### src/rtl/exe_stage_if.sv
// rtl/exe_stage_if.sv - ID/EX inputs and EX/MEM outputs of the execute stage
interface exe_stage_if;
  // Pipeline inputs from the ID/EX register
  logic        freeze;
  logic        wb_en_in;
  logic        mem_r_en_in;
  logic        mem_w_en_in;
  logic        b_in;
  logic        s_in;
  logic [3:0]  exe_cmd_in;
  logic [31:0] pc_in;
  logic [31:0] val_rn_in;
  logic [31:0] val_rm_in;
  logic        imm_in;
  logic [11:0] shift_operand;
  logic [23:0] signed_imm_24;
  logic [3:0]  dest_in;

  // Branch resolution and EX/MEM outputs
  logic        branch_taken;
  logic [31:0] branch_addr;
  logic [3:0]  status;
  logic        wb_en;
  logic        mem_r_en;
  logic        mem_w_en;
  logic [31:0] alu_res;
  logic [31:0] val_rm;
  logic [3:0]  dest;

  modport master (
    output freeze, wb_en_in, mem_r_en_in, mem_w_en_in, b_in, s_in, exe_cmd_in,
           pc_in, val_rn_in, val_rm_in, imm_in, shift_operand, signed_imm_24, dest_in,
    input  branch_taken, branch_addr, status, wb_en, mem_r_en, mem_w_en,
           alu_res, val_rm, dest
  );

  modport slave (
    input  freeze, wb_en_in, mem_r_en_in, mem_w_en_in, b_in, s_in, exe_cmd_in,
           pc_in, val_rn_in, val_rm_in, imm_in, shift_operand, signed_imm_24, dest_in,
    output branch_taken, branch_addr, status, wb_en, mem_r_en, mem_w_en,
           alu_res, val_rm, dest
  );
endinterface

### src/rtl/exe_stage.sv
// rtl/exe_stage.sv - execute stage: operand-2 generation, ALU, NZCV and EX/MEM register
module exe_stage (
  input  logic        clk,
  input  logic        rst,
  exe_stage_if.slave  bus
);

  localparam logic [3:0] CMD_MOV = 4'b0001;
  localparam logic [3:0] CMD_MVN = 4'b1001;
  localparam logic [3:0] CMD_ADD = 4'b0010;
  localparam logic [3:0] CMD_ADC = 4'b0011;
  localparam logic [3:0] CMD_SUB = 4'b0100;
  localparam logic [3:0] CMD_SBC = 4'b0101;
  localparam logic [3:0] CMD_AND = 4'b0110;
  localparam logic [3:0] CMD_ORR = 4'b0111;
  localparam logic [3:0] CMD_EOR = 4'b1000;

  // EX/MEM boundary and status register
  logic        wb_en_q, wb_en_d;
  logic        mem_r_en_q, mem_r_en_d;
  logic        mem_w_en_q, mem_w_en_d;
  logic [31:0] alu_res_q, alu_res_d;
  logic [31:0] val_rm_q, val_rm_d;
  logic [3:0]  dest_q, dest_d;
  logic [3:0]  status_q, status_d;

  logic [31:0] val2;
  logic [31:0] res;
  logic        flag_c;
  logic        flag_v;

  // The carry input is the C flag of the registered status ({N,Z,C,V})
  logic        c_in;
  assign c_in = status_q[1];

  // Operand 2: memory offset, rotated 8-bit immediate, or shifted Rm
  logic [4:0]  imm_rot;
  logic [63:0] imm_dbl;
  logic [4:0]  sh_amt;
  logic [63:0] rm_dbl;
  always_comb begin
    imm_rot = {bus.shift_operand[11:8], 1'b0};
    imm_dbl = {2{24'b0, bus.shift_operand[7:0]}} >> imm_rot;
    sh_amt  = bus.shift_operand[11:7];
    rm_dbl  = {bus.val_rm_in, bus.val_rm_in} >> sh_amt;
    val2    = 32'b0;
    if (bus.mem_r_en_in || bus.mem_w_en_in) begin
      val2 = {20'b0, bus.shift_operand};
    end else if (bus.imm_in) begin
      val2 = imm_dbl[31:0];
    end else begin
      unique case (bus.shift_operand[6:5])
        2'b00:   val2 = bus.val_rm_in << sh_amt;
        2'b01:   val2 = bus.val_rm_in >> sh_amt;
        2'b10:   val2 = $unsigned($signed(bus.val_rm_in) >>> sh_amt);
        default: val2 = rm_dbl[31:0];
      endcase
    end
  end

  // ALU: one shared adder serves ADD/ADC/SUB/SBC by inverting operand 2 for subtraction
  logic        is_arith;
  logic        is_sub;
  logic        add_cin;
  logic [31:0] b_eff;
  logic [32:0] sum;
  always_comb begin
    is_arith = 1'b0;
    is_sub   = 1'b0;
    add_cin  = 1'b0;
    res      = 32'b0;
    flag_c   = status_q[1];
    flag_v   = status_q[0];
    unique case (bus.exe_cmd_in)
      CMD_ADD: is_arith = 1'b1;
      CMD_ADC: begin is_arith = 1'b1; add_cin = c_in; end
      CMD_SUB: begin is_arith = 1'b1; is_sub = 1'b1; add_cin = 1'b1; end
      CMD_SBC: begin is_arith = 1'b1; is_sub = 1'b1; add_cin = c_in; end
      default: ;
    endcase
    b_eff = is_sub ? ~val2 : val2;
    sum   = {1'b0, bus.val_rn_in} + {1'b0, b_eff} + {32'b0, add_cin};
    unique case (bus.exe_cmd_in)
      CMD_MOV: res = val2;
      CMD_MVN: res = ~val2;
      CMD_AND: res = bus.val_rn_in & val2;
      CMD_ORR: res = bus.val_rn_in | val2;
      CMD_EOR: res = bus.val_rn_in ^ val2;
      default: res = is_arith ? sum[31:0] : 32'b0;
    endcase
    // Subtraction carry is the adder carry-out, i.e. NOT borrow
    if (is_arith) begin
      flag_c = sum[32];
      flag_v = (bus.val_rn_in[31] == b_eff[31]) && (sum[31] != bus.val_rn_in[31]);
    end
  end

  // Next-state values for the EX/MEM register and status
  always_comb begin
    wb_en_d    = bus.wb_en_in;
    mem_r_en_d = bus.mem_r_en_in;
    mem_w_en_d = bus.mem_w_en_in;
    alu_res_d  = res;
    val_rm_d   = bus.val_rm_in;
    dest_d     = bus.dest_in;
    status_d   = bus.s_in ? {res[31], (res == 32'b0), flag_c, flag_v} : status_q;
  end

  // EX/MEM and status registers: cleared by reset, held while frozen
  always_ff @(posedge clk or negedge rst) begin
    if (!rst) begin
      wb_en_q    <= 1'b0;
      mem_r_en_q <= 1'b0;
      mem_w_en_q <= 1'b0;
      alu_res_q  <= 32'b0;
      val_rm_q   <= 32'b0;
      dest_q     <= 4'b0;
      status_q   <= 4'b0;
    end else if (!bus.freeze) begin
      wb_en_q    <= wb_en_d;
      mem_r_en_q <= mem_r_en_d;
      mem_w_en_q <= mem_w_en_d;
      alu_res_q  <= alu_res_d;
      val_rm_q   <= val_rm_d;
      dest_q     <= dest_d;
      status_q   <= status_d;
    end
  end

  // Branch target is resolved combinationally from this cycle's inputs
  assign bus.branch_taken = bus.b_in;
  assign bus.branch_addr  = bus.pc_in + {{6{bus.signed_imm_24[23]}}, bus.signed_imm_24, 2'b00};

  assign bus.status   = status_q;
  assign bus.wb_en    = wb_en_q;
  assign bus.mem_r_en = mem_r_en_q;
  assign bus.mem_w_en = mem_w_en_q;
  assign bus.alu_res  = alu_res_q;
  assign bus.val_rm   = val_rm_q;
  assign bus.dest     = dest_q;

endmodule

### src/flat_wrapper.sv
// flat-port wrapper written by rule: the top's interface ports become plain ports
module exe_stage_flat 
  (clk, rst, bus_freeze, bus_wb_en_in, bus_mem_r_en_in, bus_mem_w_en_in, bus_b_in, bus_s_in, bus_exe_cmd_in, bus_pc_in, bus_val_rn_in, bus_val_rm_in, bus_imm_in, bus_shift_operand, bus_signed_imm_24, bus_dest_in, bus_branch_taken, bus_branch_addr, bus_status, bus_wb_en, bus_mem_r_en, bus_mem_w_en, bus_alu_res, bus_val_rm, bus_dest);
  exe_stage_if bus_i ();
  input  logic clk;
  input  logic rst;
  input wire logic [$bits(bus_i.freeze)-1:0] bus_freeze;
  input wire logic [$bits(bus_i.wb_en_in)-1:0] bus_wb_en_in;
  input wire logic [$bits(bus_i.mem_r_en_in)-1:0] bus_mem_r_en_in;
  input wire logic [$bits(bus_i.mem_w_en_in)-1:0] bus_mem_w_en_in;
  input wire logic [$bits(bus_i.b_in)-1:0] bus_b_in;
  input wire logic [$bits(bus_i.s_in)-1:0] bus_s_in;
  input wire logic [$bits(bus_i.exe_cmd_in)-1:0] bus_exe_cmd_in;
  input wire logic [$bits(bus_i.pc_in)-1:0] bus_pc_in;
  input wire logic [$bits(bus_i.val_rn_in)-1:0] bus_val_rn_in;
  input wire logic [$bits(bus_i.val_rm_in)-1:0] bus_val_rm_in;
  input wire logic [$bits(bus_i.imm_in)-1:0] bus_imm_in;
  input wire logic [$bits(bus_i.shift_operand)-1:0] bus_shift_operand;
  input wire logic [$bits(bus_i.signed_imm_24)-1:0] bus_signed_imm_24;
  input wire logic [$bits(bus_i.dest_in)-1:0] bus_dest_in;
  output wire logic [$bits(bus_i.branch_taken)-1:0] bus_branch_taken;
  output wire logic [$bits(bus_i.branch_addr)-1:0] bus_branch_addr;
  output wire logic [$bits(bus_i.status)-1:0] bus_status;
  output wire logic [$bits(bus_i.wb_en)-1:0] bus_wb_en;
  output wire logic [$bits(bus_i.mem_r_en)-1:0] bus_mem_r_en;
  output wire logic [$bits(bus_i.mem_w_en)-1:0] bus_mem_w_en;
  output wire logic [$bits(bus_i.alu_res)-1:0] bus_alu_res;
  output wire logic [$bits(bus_i.val_rm)-1:0] bus_val_rm;
  output wire logic [$bits(bus_i.dest)-1:0] bus_dest;
  assign bus_i.freeze = bus_freeze;
  assign bus_i.wb_en_in = bus_wb_en_in;
  assign bus_i.mem_r_en_in = bus_mem_r_en_in;
  assign bus_i.mem_w_en_in = bus_mem_w_en_in;
  assign bus_i.b_in = bus_b_in;
  assign bus_i.s_in = bus_s_in;
  assign bus_i.exe_cmd_in = bus_exe_cmd_in;
  assign bus_i.pc_in = bus_pc_in;
  assign bus_i.val_rn_in = bus_val_rn_in;
  assign bus_i.val_rm_in = bus_val_rm_in;
  assign bus_i.imm_in = bus_imm_in;
  assign bus_i.shift_operand = bus_shift_operand;
  assign bus_i.signed_imm_24 = bus_signed_imm_24;
  assign bus_i.dest_in = bus_dest_in;
  assign bus_branch_taken = bus_i.branch_taken;
  assign bus_branch_addr = bus_i.branch_addr;
  assign bus_status = bus_i.status;
  assign bus_wb_en = bus_i.wb_en;
  assign bus_mem_r_en = bus_i.mem_r_en;
  assign bus_mem_w_en = bus_i.mem_w_en;
  assign bus_alu_res = bus_i.alu_res;
  assign bus_val_rm = bus_i.val_rm;
  assign bus_dest = bus_i.dest;
  exe_stage u_core (.clk(clk), .rst(rst), .bus(bus_i));
endmodule
### config.mk
export PLATFORM = sky130hd
export DESIGN_NAME = exe_stage_flat
export DESIGN_NICKNAME = d
export VERILOG_FILES = /design/src/rtl/exe_stage_if.sv /design/src/rtl/exe_stage.sv /design/src/flat_wrapper.sv
export SDC_FILE = /design/constraint.sdc
export NUM_CORES = 1
export LEC_CHECK = 0
export ABC_AREA = 1
export BUFFER_PORTS_ARGS = -buffer_cell sky130_fd_sc_hd__buf_4
export CAP_MARGIN = 30
export CORE_ASPECT_RATIO = 1.1
export CORE_UTILIZATION = 30
export CTS_BUF_LIST = sky130_fd_sc_hd__clkbuf_16
export DETAILED_ROUTE_END_ITERATION = 10
export PLACE_DENSITY = 0.47
export SLEW_MARGIN = 10
export SYNTH_ARGS = -nofsm -noshare
export SYNTH_HDL_FRONTEND = slang
export SYNTH_SLANG_ARGS = --single-unit
### constraint.sdc
create_clock -name clk -period 3.45 [get_ports clk]
set_input_delay 0.1725 -clock clk [delete_from_list [all_inputs] [get_ports clk]]
set_output_delay 0.1725 -clock clk [all_outputs]
set_load 0.005 [all_outputs]
* Word level (Yosys, flattened, before mapping)
Index checks and enable logic that the tools add are counted.
** Storage, ports and cells
- Bits in registers :: 75
- Bits of input ports :: 149
- Output and inout port bits :: 108
- Word-level logic and storage cells :: 52
** Cells by class
- $add $sub $neg :: 3
- Equal/unequal tests :: 13
- Shift operators :: 5
- Muxes and demuxes :: 9
- Bitwise operators :: 5
- Reduce and logical (&&, ||, !) cells :: 9
** Operators with widths (number)
- case mux 32 bit (5 select lines) :: 1
- two-way mux 32 bit :: 4
- case mux 32 bit (3 select lines) :: 1
- right shift 64 x 5 -> 32 bit :: 1
- right shift 40 x 5 -> 32 bit :: 1
- adder 32 x 32 -> 33 bit :: 1
- adder 33 x 1 -> 33 bit :: 1
- adder 32 bit :: 1
- AND 32 bit :: 1
- zero test 32 bit :: 1
- NOT 32 bit :: 1
- bitwise OR 32 bit :: 1
- << shifter 32 x 5 -> 32 bit :: 1
- right shift 32 x 5 -> 32 bit :: 1
- >>> shifter 32 x 5 -> 32 bit :: 1
- bitwise XOR 32 bit :: 1
- == test 4 x 3 -> 1 bit (second input constant) :: 4
- == test 4 x 2 -> 1 bit (second input constant) :: 2
- == test 4 bit (second input constant) :: 2
- == test 4 x 1 -> 1 bit (second input constant) :: 1
- OR reduction 2 bit :: 2
- OR reduction 4 bit :: 1
- AND reduction 3 bit :: 1
- == test 2 x 1 -> 1 bit (second input constant) :: 1
- other kinds (10) :: 11

* Logic depth before layout (Yosys ltp)
Gate-level depths: netlist of run 1.
- Word-level depth :: 11
- Mapped depth :: 37

* Least setup slack after synthesis of run 1
OpenSTA, ideal clock, no wires.
- Path kind :: input to register
- From :: input bus_shift_operand[8]
- To :: register u_core.status_q[2], in the netlist u_core.bus.status[2]
- Setup time :: 65 ps
- Data arrival time :: 3810 ps
- Required time :: 3385 ps
- Setup slack :: -425 ps
- Cell stages on the path :: 33
- Path through :: buf_4 inv_2 buf_4 buf_4 nand3_1 nor2_1 nand3_1 a21oi_1 o21ai_1 nand2_1 nand2_2 xnor2_1 fa_1 fa_1 inv_1 nand2_1 a21oi_2 a21boi_0 o21ai_1 a21oi_1 inv_1 nand2_1 nand2_1 nand2_1 nand2_1 nor2_1 nor2_1 nand2_1 nor2_1 nand3_1 nor2_1 nand2_1 nand2_1
** On the way
- Word-level cells in the longest chain between the ends :: 11
- Elaborated cells between the ends (all ways) :: 18
** Ends and longest elaborated chain
- start: declaration :: line flat_wrapper.sv:18 : input wire logic [$bits(bus_i.shift_operand)-1:0] bus_shift_operand;
- right shift 64 x 5 -> 32 bit (tied with other cells) :: line exe_stage.sv:45 : rm_dbl = {bus.val_rm_in, bus.val_rm_in} >> sh_amt;
- case mux 32 bit (3 select lines) :: line exe_stage.sv:52 : unique case (bus.shift_operand[6:5])
- two-way mux 32 bit :: line exe_stage.sv:49 : end else if (bus.imm_in) begin
- two-way mux 32 bit (*) :: line exe_stage.sv:47 : if (bus.mem_r_en_in || bus.mem_w_en_in) begin
- NOT 32 bit :: line exe_stage.sv:81, exe_stage.sv:85
- two-way mux 32 bit :: line exe_stage.sv:81 : b_eff = is_sub ? ~val2 : val2;
- adder 32 x 32 -> 33 bit :: line exe_stage.sv:82 : sum = {1'b0, bus.val_rn_in} + {1'b0, b_eff} + {32'b0, add_cin};
- adder 33 x 1 -> 33 bit :: line exe_stage.sv:82
- two-way mux 32 bit :: line exe_stage.sv:89 : default: res = is_arith ? sum[31:0] : 32'b0;
- case mux 32 bit (5 select lines) (*) :: line exe_stage.sv:83 : unique case (bus.exe_cmd_in)
- zero test 32 bit (*) :: line exe_stage.sv:106 : status_d = bus.s_in ? {res[31], (res == 32'b0), flag_c, flag_v} : status_q;
- end signal: assignment :: line exe_stage.sv:126 : status_q <= status_d;
- end: declaration :: line exe_stage.sv:25 : logic [3:0] status_q, status_d;
Mark *: on every way between the ends. The rest lies on a longest branch, timed or not.
A chain may end at the register's enable or synchronous reset.

* Worst setup path in the final report of run 1
Ends and elaborated chain as after synthesis.

==> impl_metrics.env, run 1 <==
export IMPL_wl_per_cell_um=20.6
export IMPL_drv_cap=0
export IMPL_clk_latency_ns=0.36
export IMPL_syn_cell_area_sq_mm=0.0141
export IMPL_cts_sinks=75
export IMPL_max_freq_ghz=0.251
export IMPL_async_reset_ff_share_pct=100
export IMPL_multi_input_area_sq_mm=0.0138
export IMPL_nFillCells=4571
export IMPL_rsz0062_at_grt="true"
export IMPL_start_util_pct=30.6
export IMPL_power_w=0.00646
export IMPL_yosysWarnings=0
export IMPL_drive_gt1_share_pct=47.3
export IMPL_overflow=0
export IMPL_yosys_register_bits=75
export IMPL_place_congestion=0.995
export IMPL_drt_iter0_markers=1936
export IMPL_clk_path_buf_depth=2
export IMPL_syn_num_nets=2666
export IMPL_critPathCaptureType="flip-flop"
export IMPL_min_period_over_period_pct=115
export IMPL_syn_avg_cell_area_sq_um=5.90
export IMPL_ir_drop_uv=228
export IMPL_crit_fanout=8
export IMPL_netlist_instances=2387
export IMPL_p_leak_nw=12.7
export IMPL_failed_checks="negative setup slack"
export IMPL_finalHoldViolCount=0
export IMPL_cp_common_cell="nand2_1"
export IMPL_antenna_found_initial=0
export IMPL_grt_max_degree=92
export IMPL_grt_first_pass_wirelength_mm=115
export IMPL_cts_buffers=9
export IMPL_skew_ns=0.00629
export IMPL_portBuffers=250
export IMPL_syn2layout_area_growth_pct=76.0
export IMPL_tightest_slew_ns=0.920
export IMPL_ys_seq_area_share_pct=13.3
export IMPL_setup_tns_ns=-6.70
export IMPL_status="complete, but fails checks"
export IMPL_final_area_sq_mm=0.0248
export IMPL_slew_viol_final=0
export IMPL_htreeDepth=3
export IMPL_cts_root_buf="clkbuf_16"
export IMPL_die_area_sq_mm=0.0478
export IMPL_drc=0
export IMPL_relSlewSlack_pct=38.7
export IMPL_setup_ws_ns=-0.534
export IMPL_track_usage_pct=31.1
export IMPL_synth_edf_count=0
export IMPL_synth_distinct_cells=51
export IMPL_report_final_setup_viol=29
export IMPL_antenna_diode_count=0
export IMPL_ioPinCount=257
export IMPL_rows=82
export IMPL_routed_via_density=5.43
export IMPL_die_h_um=229
export IMPL_start_kind="input port"
export IMPL_cts_clk_slew_worst_paths_ns=0.07
export IMPL_routed_wl_mm=77.5
export IMPL_dr_total_vias=20418
export IMPL_ant_nets=0
export IMPL_synth_ff_type="dfrtp_1"
export IMPL_critPathSlowestCell="fa_2"
export IMPL_post_dp_cell_area_sq_mm=0.0204
export IMPL_arrival_ns=4.28
export IMPL_critical_path_class="input port to flip-flop"
export IMPL_min_path_type="input port to flip-flop"
export IMPL_core_sq_mm=0.0460
export IMPL_cts_tree="yes"
export IMPL_p_per_area_mw_per_mm2=260
export IMPL_final_nets=3447
export IMPL_period_minus_slack_ns=3.98
export IMPL_hpwl_mm=61.1
export IMPL_drt_pass1_iter_count=6
export IMPL_grt_pass1_vias=19288
export IMPL_dp_slack_ns=-1.69
export IMPL_slowest_delay_ns=0.42
export IMPL_fp_dieW_um=209
export IMPL_worstPathRequired_ns=3.75
export IMPL_regArea_sq_mm=0.00188
## critical path, delay by kind of cell
kind	cells	cell delay, ns
multiplexers	1	0.27
XOR/XNOR	1	0.08
AND/OR/NAND/NOR	19	1.57
adder cells (fa/ha/maj)	2	0.77
AO/OA/AOI/OAI	3	0.51
buffers and inverters	7	0.88
## report_power, final
part | switching [W] | total, W | internal, W | leakage (nW)
combinational | 0.00240 | 0.00446 | 0.00206 | 11.6
sequential | 0.0000688 | 0.00105 | 0.000984 | 0.944
clock | 0.000434 | 0.000940 | 0.000506 | 0.141
total | 0.00290 | 0.00646 | 0.00355 | 12.7
## placed cells by master (no fill, tap or decap), types with 55 or more instances in the layout
master and count:
a21oi_1 60, nand2_2 132, nand2_4 57, nand3_1 320, dfrtp_1 75, nor2_1 128, buf_4 806, inv_1 146
nand3_2 142, ha_1 117, buf_6 55, nand2_1 577
## synth_stat cells, drive strengths merged, types with 7 or more instances
library cell / instances / share of area [%]
xor2: 50 / 3.1
ha: 127 / 11
xnor2: 15 / 0.93
o211ai: 10 / 0.53
a221oi: 43 / 2.8
a31oi: 7 / 0.31
nand4: 24 / 1.1
or2: 7 / 0.31
inv: 161 / 4.3
buf: 82 / 3.5
clkbuf: 48 / 1.3
nor2: 180 / 5.0
o21ai: 108 / 3.9
nand3: 508 / 19
a21oi: 105 / 3.8
nor3: 11 / 0.46
nand2: 768 / 22
o21a: 9 / 0.48
dfrtp: 75 / 13
a21boi: 9 / 0.48
## flip-flops by register name (all words and copies together), names as in the netlist
signal               cells
u_core.bus.val_rm       32
u_core.bus.dest          4
u_core.bus.mem_w_en      1
u_core.bus.alu_res      32
u_core.bus.status        4
u_core.bus.mem_r_en      1
u_core.bus.wb_en         1
## routing by layer
layer  GRT usage (%)  up-vias  share of wire (%)
met5               0        -                  0
met4            8.39        0                2.5
met3            3.18       97                7.3
met2            49.4      885                 45
met1            44.4     9803                 46
li1                -     9633                  -
## through the flow
step | util [%] | hold slack (ns) | cells
detailed placement | 44.3 | 0.318 | 3638
CTS | 49.8 | 0.00242 | 3725
global placement | 44.3 | 0.315 | 3638
floorplan | - | -0.123 | 2387
global route | 53.9 | 0.0201 | 3761
finish | 53.9 | 0.0182 | 3761
## timing repair
item                                    4_1_cts  5_1_grt
resized for setup                           393      346
hold buffers                                  1        0
pin swaps                                    90      161
setup buffers                                62       43
endpoints found under the setup margin       30       32
endpoints found under the hold margin        61        0
gates cloned                                  9        2
## layout make-up
cell class	count	area share [%]
repair inverters	2	0.111
inverters	163	2.58
flip-flops and latches	75	7.57
multi-input cells	2019	55.5
clock inverters	7	0.262
clock buffers	9	0.908
repair buffers	898	30.1
well taps	588	2.97
## cells by family after synthesis
group	after synthesis	share of synthesized area [%]
flip-flops	75	13.3
buffers and inverters	293	9.12
AO/OA/AOI/OAI	312	13.4
XOR/XNOR	65	4.04
multiplexers	3	0.213
AND/OR/NAND/NOR	1509	48.2
adder cells (fa/ha/maj)	130	11.7
## final timing paths
kind / startpoint / endpoint / slack [ns] / depth (start not counted)
max: bus_shift_operand[8] / u_core.bus.status[2] / -0.53 / 33
min reg2reg: u_core.bus.alu_res[30] / u_core.bus.alu_res[30] / 0.48 / 2
max in group asynchronous: rst / u_core.bus.status[3] / 2.24 / 3
min in group asynchronous: rst / u_core.bus.val_rm[12] / 0.44 / 2
min: bus_dest_in[3] / u_core.bus.dest[3] / 0.02 / 3
max reg2reg: u_core.bus.status[1] / u_core.bus.status[2] / 0.25 / 22
No activity file was read; power rests on OpenSTA's default activity.
==> inputs of run 2 (changes only) <==
--- a/config.mk
+++ b/config.mk
@@ -5,14 +5,14 @@
 export SDC_FILE = /design/constraint.sdc
 export NUM_CORES = 1
 export LEC_CHECK = 0
-export ABC_AREA = 1
 export BUFFER_PORTS_ARGS = -buffer_cell sky130_fd_sc_hd__buf_4
 export CAP_MARGIN = 30
 export CORE_ASPECT_RATIO = 1.1
+export CORE_MARGIN = 2
 export CORE_UTILIZATION = 30
 export CTS_BUF_LIST = sky130_fd_sc_hd__clkbuf_16
 export DETAILED_ROUTE_END_ITERATION = 10
-export PLACE_DENSITY = 0.47
+export PLACE_DENSITY_LB_ADDON = 0.05
 export SLEW_MARGIN = 10
 export SYNTH_ARGS = -nofsm -noshare
 export SYNTH_HDL_FRONTEND = slang
==> run 2 against run 1 <==
Against the previous run: the flow still finishes with violations (negative setup slack); largest power group unchanged; power is 0.14% higher; wire length is 11% higher; global-route usage is 2.2 points higher; clock skew is 0.0087 ns higher; worst hold slack worse by 0.0011 ns; design area is 2.3% lower; maximum frequency is 27% lower; final cell count is 12% lower; first-iteration DRC count is 42% lower; setup slack worse by 1.5 ns.
==> impl_metrics.env, run 2 <==
export IMPL_antenna_diode_count=0
export IMPL_netlist_instances=1806
export IMPL_crit_fanout=6
export IMPL_p_leak_nw=11.5
export IMPL_final_cell_mix="buf_4 (914), nor2_1 (135), nand2_1 (134)"
export IMPL_synth_top_area_share_pct=12.8
export IMPL_synth_most_common_cell="nand2_1"
export IMPL_min_period_over_period_pct=158
export IMPL_cts_sinks=75
export IMPL_ir_drop_uv=211
export IMPL_antenna_found_initial=1
export IMPL_min_path_type="input port to flip-flop"
export IMPL_portBuffers=250
export IMPL_p_per_area_mw_per_mm2=267
export IMPL_r2r_start="u_core.bus.status[1]"
export IMPL_drc=0
export IMPL_cp_cell_sequence="buf_16 -> buf_8 -> mux4_2 -> mux4_2 -> nand2b_4 -> o2111ai_4 -> o311ai_4 -> xnor2_2 -> fa_2 -> fa_2 -> nand2b_4 -> nand2b_1 -> a21oi_1 -> xnor2_1 -> a222oi_1 -> nand3_1 -> or4b_4 -> or4_4 -> a2111oi_4 -> nand4b_1 -> or4_1 -> o41ai_2"
export IMPL_status="complete, but fails checks"
export IMPL_place_inst=3229
export IMPL_overflow=0
export IMPL_place_congestion=0.993
export IMPL_fp_dieW_um=215
export IMPL_ys_seq_area_share_pct=12.8
export IMPL_setup_ws_ns=-2.01
export IMPL_setup_tns_ns=-35.92
export IMPL_yosysWarnings=0
export IMPL_period_minus_slack_ns=5.46
export IMPL_failed_checks="negative setup slack"
export IMPL_tightest_slew_ns=0.714
export IMPL_layout_commonest_cell="buf_4"
export IMPL_synth_commonest_cells="nand2_1 (145), nor2_1 (141), ha_1 (127)"
export IMPL_synth_distinct_cells=90
export IMPL_syn_num_nets=2085
export IMPL_wl_per_cell_um=26.0
export IMPL_async_reset_ff_share_pct=100
export IMPL_yosys_register_bits=75
export IMPL_final_nets=2937
export IMPL_rsz0062_at_grt="true"
export IMPL_slew_viol_final=0
export IMPL_hold_start="bus_dest_in[3]"
export IMPL_worstSetupStartpoint="bus_shift_operand[7]"
export IMPL_skew_ns=0.0150
export IMPL_routed_wl_mm=86.0
export IMPL_fin_util_pct=49.7
export IMPL_clk_latency_ns=0.41
export IMPL_routed_via_density=5.52
export IMPL_die_area_sq_mm=0.0508
export IMPL_drive_gt1_share_pct=50.3
export IMPL_drv_cap=0
export IMPL_finalHoldViolCount=0
export IMPL_relSlewSlack_pct=52.4
export IMPL_grt_pass1_vias=18652
export IMPL_grt_first_pass_wirelength_mm=125
export IMPL_syn_cell_area_sq_mm=0.0147
export IMPL_rows=85
export IMPL_report_final_setup_viol=34
export IMPL_synth_ff_type="dfrtp_1"
export IMPL_hpwl_mm=70.7
export IMPL_clk_path_buf_depth=2
export IMPL_cts_buffers=9
export IMPL_worstPathRequired_ns=3.76
export IMPL_cts_clk_slew_worst_paths_ns=0.08
export IMPL_start_util_pct=30.2
export IMPL_critPathCaptureType="flip-flop"
export IMPL_start_kind="input port"
export IMPL_ant_nets=0
export IMPL_final_cells=3313
export IMPL_core_sq_mm=0.0487
export IMPL_timing_hold_ws_ns=0.0171
export IMPL_track_usage_pct=33.3
export IMPL_synth_top_cell_by_area="dfrtp_1"
export IMPL_critical_path_class="input port to flip-flop"
export IMPL_syn_avg_cell_area_sq_um=8.13
export IMPL_arrival_ns=5.77
export IMPL_synth_area_leaders="dfrtp_1 (13%), ha_1 (11%), mux2_2 (7.2%)"
export IMPL_htreeDepth=3
export IMPL_max_freq_ghz=0.183
export IMPL_cts_root_buf="clkbuf_16"
export IMPL_grt_max_degree=56
export IMPL_slowest_delay_ns=0.54
export IMPL_drt_iter0_markers=1121
export IMPL_path_buf_inv=2
export IMPL_critPathSlowestCell="mux4_2"
export IMPL_power_w=0.00647
export IMPL_dr_total_vias=18304
export IMPL_drt_pass1_iter_count=5
export IMPL_cp_top_family="simple AND/OR/NAND/NOR gates"
export IMPL_die_h_um=236
export IMPL_cts_tree="yes"
export IMPL_synth_edf_count=0
export IMPL_syn2layout_area_growth_pct=64.9
export IMPL_ioPinCount=257
-- run 2: cell types whose count changed in the layout (fill, tap and decap cells not counted), sizes merged, moves of 28 or more --
cell	before	now
mux4	0	56
a221oi	43	15
a211oi	2	33
buf	893	970
inv	166	104
nor2	180	141
xnor2	15	52
mux2	0	95
mux2i	3	91
nand3	508	45
nand2	768	145
-- run 2: layer usage --
metal  part of all wire (%)  vias up  global-route usage, %
li1                       -     8506                      -
met1                     41     9098                   39.1
met2                     50      533                   59.7
met3                    3.5      165                   3.29
met4                    5.9        2                   17.6
met5                  0.016        -                      0
-- run 2: per-stage QoR --
step / worst slack (ns) / area [sq um]
2_1_floorplan: -1.87 / 15000
3_3_place_gp: -2.72 / 22100
3_5_place_dp: -2.90 / 22100
4_1_cts: -1.94 / 23900
5_1_grt: -2.20 / 24200
6_report: -2.01 / 24200
-- run 2: final cells by class --
| class | count | area, sq um |
|---|---|---|
| sequential | 75 | 1880 |
| clock inverter | 5 | 31.3 |
| clock buffer | 9 | 225 |
| inverter | 103 | 387 |
| timing repair buffer | 974 | 7810 |
| fill | 4811 | 24500 |
| tap | 652 | 816 |
| multi-input combinational | 1495 | 13100 |
-- run 2: timing repair --
action,in CTS,in global routing
gates resized for setup,202,59
gates cloned,3,0
hold buffers,4,0
buffers inserted,57,8
endpoints found under the hold margin,50,0
pin swaps,69,42
endpoints found under the setup margin,39,39
-- run 2: kinds of logic (layout without fill, tap and decap cells) --
kind of cell,after synthesis,after routing,share of synthesized area (%)
buffers and inverters,236,1091,6.89
multiplexers,242,242,22.4
AND/OR/NAND/NOR,496,496,16.1
adder cells (fa/ha/maj),130,130,11.2
flip-flops,75,75,12.8
XOR/XNOR,90,90,5.37
AO/OA/AOI/OAI,537,537,25.2
-- run 2: path summary, 6_finish.rpt --
| check | slack (ns) | cells after the start | end |
|---|---|---|---|
| max in group asynchronous | 2.19 | 3 | u_core.bus.val_rm[4] |
| min in group asynchronous | 0.36 | 2 | u_core.bus.alu_res[15] |
| worst min-delay path | 0.02 | 2 | u_core.bus.dest[3] |
| worst max-delay path | -2.01 | 22 | u_core.bus.status[2] |
| worst max register to register | -0.98 | 15 | u_core.bus.status[2] |
| worst min register to register | 0.50 | 1 | u_core.bus.val_rm[9] |
-- run 2: report_power, final --
part | internal [W] | total (W) | switching [W] | leakage [nW]
Clock | 0.000477 | 0.000939 | 0.000462 | 0.129
Combinational | 0.00223 | 0.00444 | 0.00221 | 10.4
Sequential | 0.00101 | 0.00109 | 0.0000800 | 0.915
Total | 0.00371 | 0.00647 | 0.00275 | 11.5
-- run 2: worst reg2reg max path, cell delays in order (launching register included) --
cell       delay [ns]
dfrtp_1          0.51
a31oi_1          0.16
fa_2             0.39
fa_2             0.39
nand2b_4         0.16
nand2b_1         0.06
a21oi_1          0.07
xnor2_1          0.13
a222oi_1         0.28
nand3_1          0.14
or4b_4           0.51
or4_4            0.47
a2111oi_4        0.26
nand4b_1         0.16
or4_1            0.44
o41ai_2          0.20
